`src/rtl/flash_prog_seq.sv`:
```
// flash_prog_seq
//   Issues the JEDEC unlock/command sequence for a byte program or a sector
//   erase to a parallel NOR flash. It then polls DQ7 (data polling) until the
//   operation completes. If polling does not finish in time, the block aborts
//   with a reset (F0) write and sets a sticky error flag.
//
//   Every output is registered. The output registers are loaded from the
//   decode of the next state, so each output already shows the values for a
//   state during the first cycle of that state.
//
// Ports
//   m2             : clock, rising edge
//   reset          : asynchronous reset, active high
//   req            : start request, only sampled in IDLE
//   req_erase      : 1 = sector erase, 0 = byte program
//   req_addr       : target flash address (19 bits)
//   req_data       : byte to program (not used for erase)
//   busy           : high in every state except IDLE
//   done           : one-cycle completion pulse
//   error          : sticky timeout flag, cleared when the next request is accepted
//   flash_addr_out : flash address bus
//   flash_data_out : flash write data
//   flash_data_in  : flash read data (only DQ7 is used)
//   flash_ce/we/oe : flash strobes, all active low
//   bus_own        : high while the block drives the flash bus
//
// state    | meaning
// IDLE     | waiting for req
// WR_LO    | write strobe low for the current command entry
// WR_HI    | strobe high, address and data held, advance the entry index
// POLL     | read cycle, compare DQ7 against the completion value
// ABORT_LO | F0 reset write after a timeout, strobe low
// ABORT_HI | F0 reset write, strobe high
// DONE     | pulse done, then return to IDLE
module flash_prog_seq #(
  parameter logic [15:0] TIMEOUT_CYCLES = 16'd50000,
  parameter logic [18:0] ADDR_UNLOCK1   = 19'h00555,
  parameter logic [18:0] ADDR_UNLOCK2   = 19'h002AA
) (
  input  logic        m2,
  input  logic        reset,
  input  logic        req,
  input  logic        req_erase,
  input  logic [18:0] req_addr,
  input  logic [7:0]  req_data,
  output logic        busy,
  output logic        done,
  output logic        error,
  output logic [18:0] flash_addr_out,
  output logic [7:0]  flash_data_out,
  input  logic [7:0]  flash_data_in,
  output logic        flash_ce,
  output logic        flash_we,
  output logic        flash_oe,
  output logic        bus_own
);

  typedef enum logic [2:0] {
    IDLE, WR_LO, WR_HI, POLL, ABORT_LO, ABORT_HI, DONE
  } state_t;

  state_t      state, state_nxt;
  logic [2:0]  idx, idx_nxt;
  logic [15:0] tmr, tmr_nxt;
  logic        error_nxt;
  logic        erase_q;
  logic [18:0] addr_q;
  logic [7:0]  data_q;

  logic [18:0] cmd_addr;
  logic [7:0]  cmd_data;
  logic [2:0]  last_idx;
  logic        dq7_match;

  logic        busy_nxt, done_nxt, ce_nxt, we_nxt, oe_nxt, own_nxt;
  logic [18:0] faddr_nxt;
  logic [7:0]  fdata_nxt;

  logic        unused_dq;
  assign unused_dq = ^flash_data_in[6:0];

  assign last_idx  = erase_q ? 3'd5 : 3'd3;
  assign dq7_match = flash_data_in[7] == (erase_q ? 1'b1 : data_q[7]);

  // Next state, command index, poll counter and error flag
  always_comb begin
    state_nxt = state;
    idx_nxt   = idx;
    tmr_nxt   = tmr;
    error_nxt = error;
    case (state)
      IDLE: if (req) begin
        state_nxt = WR_LO;
        idx_nxt   = 3'd0;
        error_nxt = 1'b0;
      end
      WR_LO: state_nxt = WR_HI;
      WR_HI: if (idx == last_idx) begin
        state_nxt = POLL;
        tmr_nxt   = 16'd0;
      end else begin
        state_nxt = WR_LO;
        idx_nxt   = idx + 3'd1;
      end
      // A match wins over a timeout that happens on the same cycle
      POLL: if (dq7_match) begin
        state_nxt = DONE;
      end else if (tmr == TIMEOUT_CYCLES - 16'd1) begin
        state_nxt = ABORT_LO;
        error_nxt = 1'b1;
      end else begin
        tmr_nxt = tmr + 16'd1;
      end
      ABORT_LO: state_nxt = ABORT_HI;
      ABORT_HI: state_nxt = DONE;
      DONE:     state_nxt = IDLE;
      default:  state_nxt = IDLE;
    endcase
  end

  // Command list lookup. This uses the index of the next write, so the entry
  // is ready when the output registers load the values for WR_LO. Entry 0 is
  // the same for both lists, so the latch of req_erase during acceptance is
  // not needed yet.
  always_comb begin
    cmd_addr = ADDR_UNLOCK1;
    cmd_data = 8'hAA;
    case (idx_nxt)
      3'd0: begin cmd_addr = ADDR_UNLOCK1; cmd_data = 8'hAA; end
      3'd1: begin cmd_addr = ADDR_UNLOCK2; cmd_data = 8'h55; end
      3'd2: begin cmd_addr = ADDR_UNLOCK1; cmd_data = erase_q ? 8'h80 : 8'hA0; end
      3'd3: begin
        cmd_addr = erase_q ? ADDR_UNLOCK1 : addr_q;
        cmd_data = erase_q ? 8'hAA : data_q;
      end
      3'd4: begin cmd_addr = ADDR_UNLOCK2; cmd_data = 8'h55; end
      3'd5: begin cmd_addr = addr_q; cmd_data = 8'h30; end
      default: begin cmd_addr = ADDR_UNLOCK1; cmd_data = 8'hAA; end
    endcase
  end

  // Output decode of the next state. Address and data hold unless a state drives them.
  always_comb begin
    busy_nxt  = 1'b1;
    done_nxt  = 1'b0;
    ce_nxt    = 1'b1;
    we_nxt    = 1'b1;
    oe_nxt    = 1'b1;
    own_nxt   = 1'b1;
    faddr_nxt = flash_addr_out;
    fdata_nxt = flash_data_out;
    case (state_nxt)
      IDLE: begin
        busy_nxt = 1'b0;
        own_nxt  = 1'b0;
      end
      WR_LO: begin
        ce_nxt    = 1'b0;
        we_nxt    = 1'b0;
        faddr_nxt = cmd_addr;
        fdata_nxt = cmd_data;
      end
      POLL: begin
        ce_nxt    = 1'b0;
        oe_nxt    = 1'b0;
        faddr_nxt = addr_q;
      end
      ABORT_LO: begin
        ce_nxt    = 1'b0;
        we_nxt    = 1'b0;
        faddr_nxt = addr_q;
        fdata_nxt = 8'hF0;
      end
      DONE: begin
        done_nxt = 1'b1;
        own_nxt  = 1'b0;
      end
      default: ;
    endcase
  end

  always_ff @(posedge m2 or posedge reset) begin
    if (reset) begin
      state          <= IDLE;
      idx            <= 3'd0;
      tmr            <= 16'd0;
      error          <= 1'b0;
      erase_q        <= 1'b0;
      addr_q         <= 19'd0;
      data_q         <= 8'd0;
      busy           <= 1'b0;
      done           <= 1'b0;
      flash_ce       <= 1'b1;
      flash_we       <= 1'b1;
      flash_oe       <= 1'b1;
      bus_own        <= 1'b0;
      flash_addr_out <= 19'd0;
      flash_data_out <= 8'd0;
    end else begin
      state          <= state_nxt;
      idx            <= idx_nxt;
      tmr            <= tmr_nxt;
      error          <= error_nxt;
      busy           <= busy_nxt;
      done           <= done_nxt;
      flash_ce       <= ce_nxt;
      flash_we       <= we_nxt;
      flash_oe       <= oe_nxt;
      bus_own        <= own_nxt;
      flash_addr_out <= faddr_nxt;
      flash_data_out <= fdata_nxt;
      if (state == IDLE && req) begin
        erase_q <= req_erase;
        addr_q  <= req_addr;
        data_q  <= req_data;
      end
    end
  end

endmodule
```
`config.mk`:
```
export PLATFORM = sky130hd
export DESIGN_NAME = flash_prog_seq
export DESIGN_NICKNAME = d
export VERILOG_FILES = /design/src/rtl/flash_prog_seq.sv
export SDC_FILE = /design/constraint.sdc
export NUM_CORES = 1
export LEC_CHECK = 0
export BUFFER_PORTS_ARGS = -buffer_cell sky130_fd_sc_hd__buf_2
export CORE_ASPECT_RATIO = 0.6
export CORE_MARGIN = 5
export CORE_UTILIZATION = 55
export CTS_CLUSTER_SIZE = 40
export DETAILED_ROUTE_END_ITERATION = 7
export HOLD_SLACK_MARGIN = 0.1
export PLACE_DENSITY_LB_ADDON = 0.2
export SETUP_SLACK_MARGIN = 0.05
export SLEW_MARGIN = 20
export SYNTH_ARGS = -nofsm -noshare
export SYNTH_HDL_FRONTEND = slang
export SYNTH_SLANG_ARGS = --single-unit
export TNS_END_PERCENT = 50
```
`constraint.sdc`:
```
create_clock -name m2 -period 2.77 [get_ports m2]
set_input_delay 0.1385 -clock m2 [delete_from_list [all_inputs] [get_ports m2]]
set_output_delay 0.1385 -clock m2 [all_outputs]
set_load 0.01 [all_outputs]
```
==> out/metrics.cfg, run 1 <==
[routing]
dr.pass1.iters=5
wl_per_cell_um=16.7
ant_nets=0
drt-total-wl_um=10500
drtIter0Drc=387
drcViolationCount=0
viasPerCell=5.75
num_vias=3615

[logic_synthesis]
ys_seq_area_share_pct=53.3
synth_nets=472
synth_cells=431
yosysWarnings=0
synth_edf_count=0
synth.avg_cell_area_um2=9.16
synth_ff_type=dfrtp_1
ys_async_sr_fraction_pct=100
synth_area_um2=3950
synth-seq-cells=84
synth.distinct_cells=55

[layout]
layout_commonest_cell=nand2_1
antenna_cells=0
layout-drive-gt1-share_pct=21.6
final_cell_mix=104 x nand2_1, 81 x dfrtp_1, 65 x buf_2, 48 x nor2_1, 29 x dlygate4sd3_1
layout.nets=579
syn_to_final_growth_pct=29.1

[timing]
period_share_pct=94.0
fmax_mhz=384
slew_headroom_pct=52.5
period_minus_slack_ps=2600
timing.hold.ws_ps=254
rsz0062_at_grt=false
fin_skew_ps=2.96
fin_setup_tns_ps=0
drv_slew=0
hold_viol_final=0
setup_viol_count_final=0
setup_slack_ps=166
worst_pin_slew_ps=707

[power]
peakVddDrop_v=0.000605
power.density_nw_per_um2=1240
leakage_nw=2.40
totalPowerFinal_mw=6.30

[clock_network]
clk_pin_slew_ps=60
cts_max_path_buffers=2
cts_root_buffer=clkbuf_16
cts_max_level=3
cts_buffers=9
cts_tree=yes
cts_sinks=84
insertion_delay_ps=330

[global_routing]
track_usage_pct=24.5
grt-ovfl-total=0
antenna_found_initial=0
grt_max_degree=85
grt_pass1_wl_um=16900
first_global_vias=3399

[worst_setup_path]
end_kind=register
worstSetupPathType=reg -> reg
cp.arrival_ps=2830
crit_required_ps=3000
cp_max_fo=5
rr_worst_depth=7
worstSetupStartpointType=register

[floorplan]
initial_utilization_pct=57.9
die_w_um=119
die_y_um=75.6
die_area_um2=9030
row_count=23
fp.coreArea_um2=6820
io_pins=73

[flow_run]
max_cap_violations=0

[placement]
pre_cts_slack_ps=146
hpwl_um=6940
io_buffers=65
gp_congestion=0.900

[run_status]
status=complete, no violations

[worst_hold_path]
hold_depth=3
hold_class=in -> reg

-- Yosys cell counts (4+ instances only) --
master | number | area, µm²
o21a_1 | 7 | 52.6
xnor2_1 | 12 | 105
nand2_1 | 104 | 390
a22oi_1 | 8 | 60.1
nor2b_1 | 4 | 25.0
nor3_1 | 13 | 65.1
nor4b_1 | 6 | 52.6
nand3_1 | 9 | 45.0
a21oi_1 | 12 | 60.1
o21ai_0 | 16 | 80.1
inv_1 | 10 | 37.5
nand4_1 | 4 | 25.0
nor2_1 | 48 | 180
clkbuf_1 | 18 | 67.6
nor4_1 | 9 | 56.3
o21ai_1 | 11 | 55.1
dfrtp_1 | 81 | 2030
a31oi_1 | 7 | 43.8
a221o_1 | 6 | 60.1
-- sequential cells by signal, indices dropped and copies added, names as in the netlist, 3 cells and up --
| register | count |
|---|---|
| flash_data_out | 8 |
| addr_q | 19 |
| tmr | 16 |
| flash_addr_out | 19 |
| state | 3 |
| data_q | 8 |
| idx | 3 |
-- timing repair --
action,4_1_cts,5_1_grt
hold buffers,29,0
endpoints found under the hold margin,109,0
buffers inserted,0,2
gates resized for setup,0,4
endpoints found under the setup margin,0,14
-- where the power goes --
part           total (mW)  internal [mW]  leakage (nW)  switching (mW)
clock network        1.22          0.768         0.149           0.452
registers            2.07           1.75          1.05           0.324
logic                3.01           1.18          1.20            1.83
-- per-layer routing --
| metal | vias up | share of wire (%) | global-route usage (%) |
|---|---|---|---|
| met4 | 0 | 0.93 | 7.23 |
| met3 | 11 | 9.4 | 7.12 |
| li1 | 1715 | - | - |
| met1 | 1709 | 47 | 35.4 |
| met2 | 180 | 43 | 36.5 |
| met5 | - | 0 | 0 |
-- area by class of cell --
class	instances	area (µm²)
Clock buffer	14	274
Sequential cell	84	2110
Tap cell	87	109
Multi-Input combinational cell	315	1740
Fill cell	480	1730
Timing Repair Buffer	116	793
Inverter	12	46.3
Clock inverter	1	30.0
-- worst paths after layout --
kind,start,end,slack [ps]
worst min-delay path,req,state[0],250
worst max-delay path,state[2],flash_addr_out[12],170
worst min register to register,addr_q[17],addr_q[17],480
worst max register to register,state[2],flash_addr_out[12],170
max in group asynchronous,reset,flash_oe,1960
min in group asynchronous,reset,addr_q[9],420
-- stage by stage --
| step | utilization (%) | area (µm²) | std cells |
|---|---|---|---|
| finish | 74.7 | 5090 | 629 |
| floorplan | - | 3950 | 431 |
| CTS | 74.2 | 5060 | 627 |
| global placement | 65.5 | 4470 | 583 |
| global route | 74.7 | 5090 | 629 |
| detailed placement | 65.5 | 4470 | 583 |
-- worst max-delay path, cell delays in order (launching register included) --
cell and delay (ps):
dfrtp_1 380, or3b_1 470, or4b_1 530, mux2_4 350, nor3_2 250, a311oi_4 80, buf_4 180, nor3_1 260
-- kinds of logic after synthesis --
group | after synthesis | synth area share (%)
muxes | 1 | 0.380
and+or+nand+nor | 218 | 25.7
xor gates and xnor gates | 13 | 2.88
DFF | 84 | 53.3
buffers and inverters | 32 | 3.26
adders and majority gates | 2 | 0.634
AOI/OAI and AO/OA | 81 | 13.8
Note: power is estimated with default switching activity, not from simulation.
==> inputs of run 2 (changes only) <==
GPL_TIMING_DRIVEN = 0   (was not set)
==> run 2 against run 1 <==
Die area unchanged. Non-clock buffer count up 2. Worst hold slack worse by 74 ps. Largest cell class unchanged. Cell area down 0.47%.
==> out/metrics.cfg, run 2 (synthesized netlist as in run 1, its figures left out) <==
[run_status]
status=complete, no violations

[layout]
final_cell_mix=104 x nand2_1, 80 x dfrtp_1, 66 x buf_2, 48 x nor2_1, 29 x dlygate4sd3_1
layout_commonest_cell=nand2_1
num-fill-cells=476
stdcell_count=632
syn_to_final_growth_pct=28.5
ff_latch_area_um2=2110
antenna_cells=0
largestRegisters=addr_q x19, flash_addr_out x19, tmr x16
layout-drive-gt1-share_pct=19.4
final_area_um2=5070
fin_util_pct=74.4
multi_input_area_um2=1750
layout.nets=581

[worst_setup_path]
crit_chain=and4bb_2, o21ai_0, and3_2, inv_1, clkbuf_1, and4_1, a211oi_1, o21ai_1
end_kind=register
cp_slowest_cell=dfrtp_1
crit_buf_inv=2
path_delay_family=simple AND/OR/NAND/NOR gates
cp_max_fo=10
worstSetupPathType=reg -> reg
cp_slowest_stage_delay_ps=450
r2r_slack_ps=110
cp.arrival_ps=2880
worstSetupStartpointType=register
crit_required_ps=2990

[timing]
slew_headroom_pct=45.3
worst_pin_slew_ps=809
timing.hold.ws_ps=180
period_share_pct=95.9
drv_slew=0
fin_skew_ps=6.90
fmax_mhz=376
hold_viol_final=0
setup_viol_count_final=0
rsz0062_at_grt=true
period_minus_slack_ps=2660
setup_slack_ps=114

[routing]
drtIter0Drc=408
drcViolationCount=0
ant_nets=0
dr.pass1.iters=5
num_vias=3656
viasPerCell=5.78
wl_per_cell_um=17.2
drt-total-wl_um=10900

[flow_run]
max_cap_violations=0

[clock_network]
cts_root_buffer=clkbuf_16
cts_max_level=3
cts_tree=yes
cts_sinks=84
insertion_delay_ps=340
cts_max_path_buffers=2
cts_buffers=9
clk_pin_slew_ps=60

[power]
leakage_nw=2.35
pwr-share-seq_pct=33.7
swShare_pct=42.1
intPower_mw=3.61
comb_power_share_pct=46.9
p_switching_mw=2.63
power.density_nw_per_um2=1230
pwr-share-clk_pct=19.4
peakVddDrop_v=0.000632

[floorplan]
die_y_um=75.6
die_area_um2=9030
io_pins=73
row_count=23
die_w_um=119
initial_utilization_pct=57.9
fp.coreArea_um2=6820

[global_routing]
grt-ovfl-total=0
track_usage_pct=25.6
first_global_vias=3373
grt_pass1_wl_um=17400
antenna_found_initial=0
grt_max_degree=52

[placement]
hpwl_um=7180
pre_cts_slack_ps=-165
gp_congestion=0.950
io_buffers=65
dpl-instance-area_um2=4410
place_inst=584

[worst_hold_path]
hold_class=in -> reg

## run 2: final timing paths
check	from	endpoint	cells past startpoint
max	idx[1]	flash_data_out[6]	8
min	req	state[0]	3
max reg2reg	idx[1]	flash_data_out[6]	8
min reg2reg	addr_q[2]	addr_q[2]	2
max in group asynchronous	reset	flash_we	4
min in group asynchronous	reset	flash_addr_out[6]	3
## run 2: power by group through the flow
stage               Combinational [mW]  Clock, mW  Sequential [mW]
finish                            2.93       1.21             2.10
floorplan                         1.81          0             2.11
global route                      3.24       1.29             2.14
CTS                               2.79       1.23             2.07
detailed placement                2.68          0             2.08
global placement                  2.58          0             2.06
## run 2: worst min-delay path, cell delays in order
cell	delay, ps
buf_2	130
nor3_1	130
a221oi_1	70
## run 2: what timing repair did
item | CTS | global route
endpoints found under the setup margin | 16 | 33
setup buffers | 2 | 2
pin swaps | 1 | 1
hold endpoints to repair | 60 | 0
hold buffers | 29 | 0
gates resized for setup | 3 | 10
## run 2: per-stage QoR
step | power (mW) | TNS (ps)
floorplan | 3.92 | 0
global placement | 4.65 | -38220
detailed placement | 4.77 | -1230
CTS | 6.09 | 0
global route | 6.67 | -51.6
finish | 6.24 | 0
## run 2: per-layer routing
| layer | track usage (%) | wire length (µm) | up-vias |
|---|---|---|---|
| met4 | 4.95 | 83 | 0 |
| met1 | 37.7 | 5100 | 1747 |
| met2 | 38.4 | 4760 | 187 |
| met3 | 7.57 | 944 | 8 |
| met5 | 0 | 0 | - |
| li1 | - | - | 1714 |
## run 2: layout make-up
class                      count  share of cell area (%)
tap                           87                    2.15
buffer                        19                    1.60
clock inverter                 2                   0.691
inverter                      12                   0.962
clock buffer                  14                    5.21
timing repair buffer          99                    13.3
multi-input combinational    315                    34.5
sequential                    84                    41.5
==> inputs of run 3 (changes only) <==
CORE_MARGIN = 3   (was 5)
MAX_ROUTING_LAYER = met4   (was not set)
==> run 3 against run 2 <==
First-iteration DRC count up 13%. Critical path depth unchanged. Sequential power about the same. Clock-buffer cell count down 1. Flip-flop and latch count unchanged. Critical path type unchanged. Highest routed layer unchanged.
==> out/metrics.cfg, run 3 (synthesized netlist as in run 1, its figures left out) <==
[run_status]
status=complete, no violations

[routing]
num_vias=3738
ant_nets=0
drtIter0Drc=459
drcViolationCount=0
wl_per_cell_um=17.5
viasPerCell=5.88
drt-total-wl_um=11100
dr.pass1.iters=5

[power]
power.density_nw_per_um2=1240
leakage_nw=2.38
totalPowerFinal_mw=6.33
peakVddDrop_v=0.000591

[floorplan]
die_w_um=115
fp.coreArea_um2=6820
io_pins=73
die_y_um=71.6
row_count=23
initial_utilization_pct=57.9
die_area_um2=8260

[clock_network]
cts_max_level=3
cts_sinks=84
insertion_delay_ps=340
cts_tree=yes
cts_buffers=9
clk_pin_slew_ps=60
cts_max_path_buffers=2
cts_root_buffer=clkbuf_16

[timing]
period_share_pct=95.9
worst_pin_slew_ps=786
slew_headroom_pct=47.1
fin_skew_ps=7.51
setup_viol_count_final=0
timing.hold.ws_ps=248
period_minus_slack_ps=2660
fmax_mhz=376
hold_viol_final=0
drv_slew=0
setup_slack_ps=114
rsz0062_at_grt=false

[placement]
hpwl_um=7290
io_buffers=65
dpl-instance-area_um2=4410
pre_cts_slack_ps=-112
gp_congestion=0.904

[layout]
num-fill-cells=474
layout.nets=585
antenna_cells=0
multi_input_area_um2=1770
final_area_um2=5110
ff_latch_area_um2=2110
largestRegisters=addr_q x19, flash_addr_out x19, tmr x16
layout-drive-gt1-share_pct=20.8
syn_to_final_growth_pct=29.5
final_cell_mix=104 x nand2_1, 81 x dfrtp_1, 66 x buf_2, 48 x nor2_1, 29 x dlygate4sd3_1
layout_commonest_cell=nand2_1

[global_routing]
grt_pass1_wl_um=17700
track_usage_pct=29.1
first_global_vias=3472
grt-ovfl-total=0
antenna_found_initial=0
grt_max_degree=53

[worst_setup_path]
cp.arrival_ps=2910
cp_max_fo=7
worstSetupPathType=reg -> reg
worstSetupStartpointType=register
crit_path_start=state[2]
end_kind=register
worstReg2RegStart=state[2]
crit_required_ps=3020

[worst_hold_path]
hold_class=in -> reg
min_from=req

[flow_run]
max_cap_violations=0

run 3: cell count changes in the layout (fill, tap and decap cells not counted), moves of 2 or more:
cell      before  now
nor3_2         1    3
clkbuf_1      19   17
buf_4          3    6
nor3_1        13   11
run 3: worst max-delay path, stage by stage (launching register included):
cell and delay [ps]:
dfrtp_1 390, or3b_4 440, or4b_1 500, mux2_4 360, buf_4 160, nor3_2 260, a311oi_4 80, buf_6 180
nor3_1 200
run 3: power breakdown:
group / switching [mW] / internal [mW] / total, mW
clock: 0.473 / 0.657 / 1.13
combinational: 1.90 / 1.21 / 3.10
sequential: 0.345 / 1.75 / 2.09
run 3: layout make-up:
class	instances	area share [%]
sequential	84	41.2
inverter	12	0.954
tap	87	2.13
clock inverter	3	0.416
multi-input combinational	315	34.5
timing repair buffer	103	14.1
buffer	19	1.61
clock buffer	13	5.09
run 3: routing by layer:
metal	part of all wire, %	vias to the layer above	global-route usage [%]	routed length [µm]
li1	-	1731	-	-
met1	46	1797	42.2	5120
met2	43	186	39.4	4840
met3	8.9	24	9.28	989
met4	1.7	0	7.81	187
met5	0	-	-	0
run 3: final timing paths:
path                                      end  slack [ps]  depth (start not counted)
setup / recovery           flash_addr_out[12]         110                          8
hold / removal                       state[0]         250                          3
setup reg to reg           flash_addr_out[12]         110                          8
hold reg to reg                     addr_q[4]         480                          2
max in group asynchronous            flash_ce        1770                          4
min in group asynchronous           addr_q[6]         350                          3
run 3: stage by stage:
step	setup TNS [ps]	util, %	instances
6_report	0	75.0	636
5_1_grt	0	75.0	636
4_1_cts	0	73.3	630
3_5_place_dp	-850	64.7	584
3_3_place_gp	-39060	64.2	583
2_1_floorplan	0	-	431
run 3: what timing repair did:
action,4_1_cts,5_1_grt
gates resized for setup,2,16
hold buffers,29,0
pin swaps,1,1
hold endpoints to repair,59,0
setup endpoints to repair,17,31
setup buffers,2,6
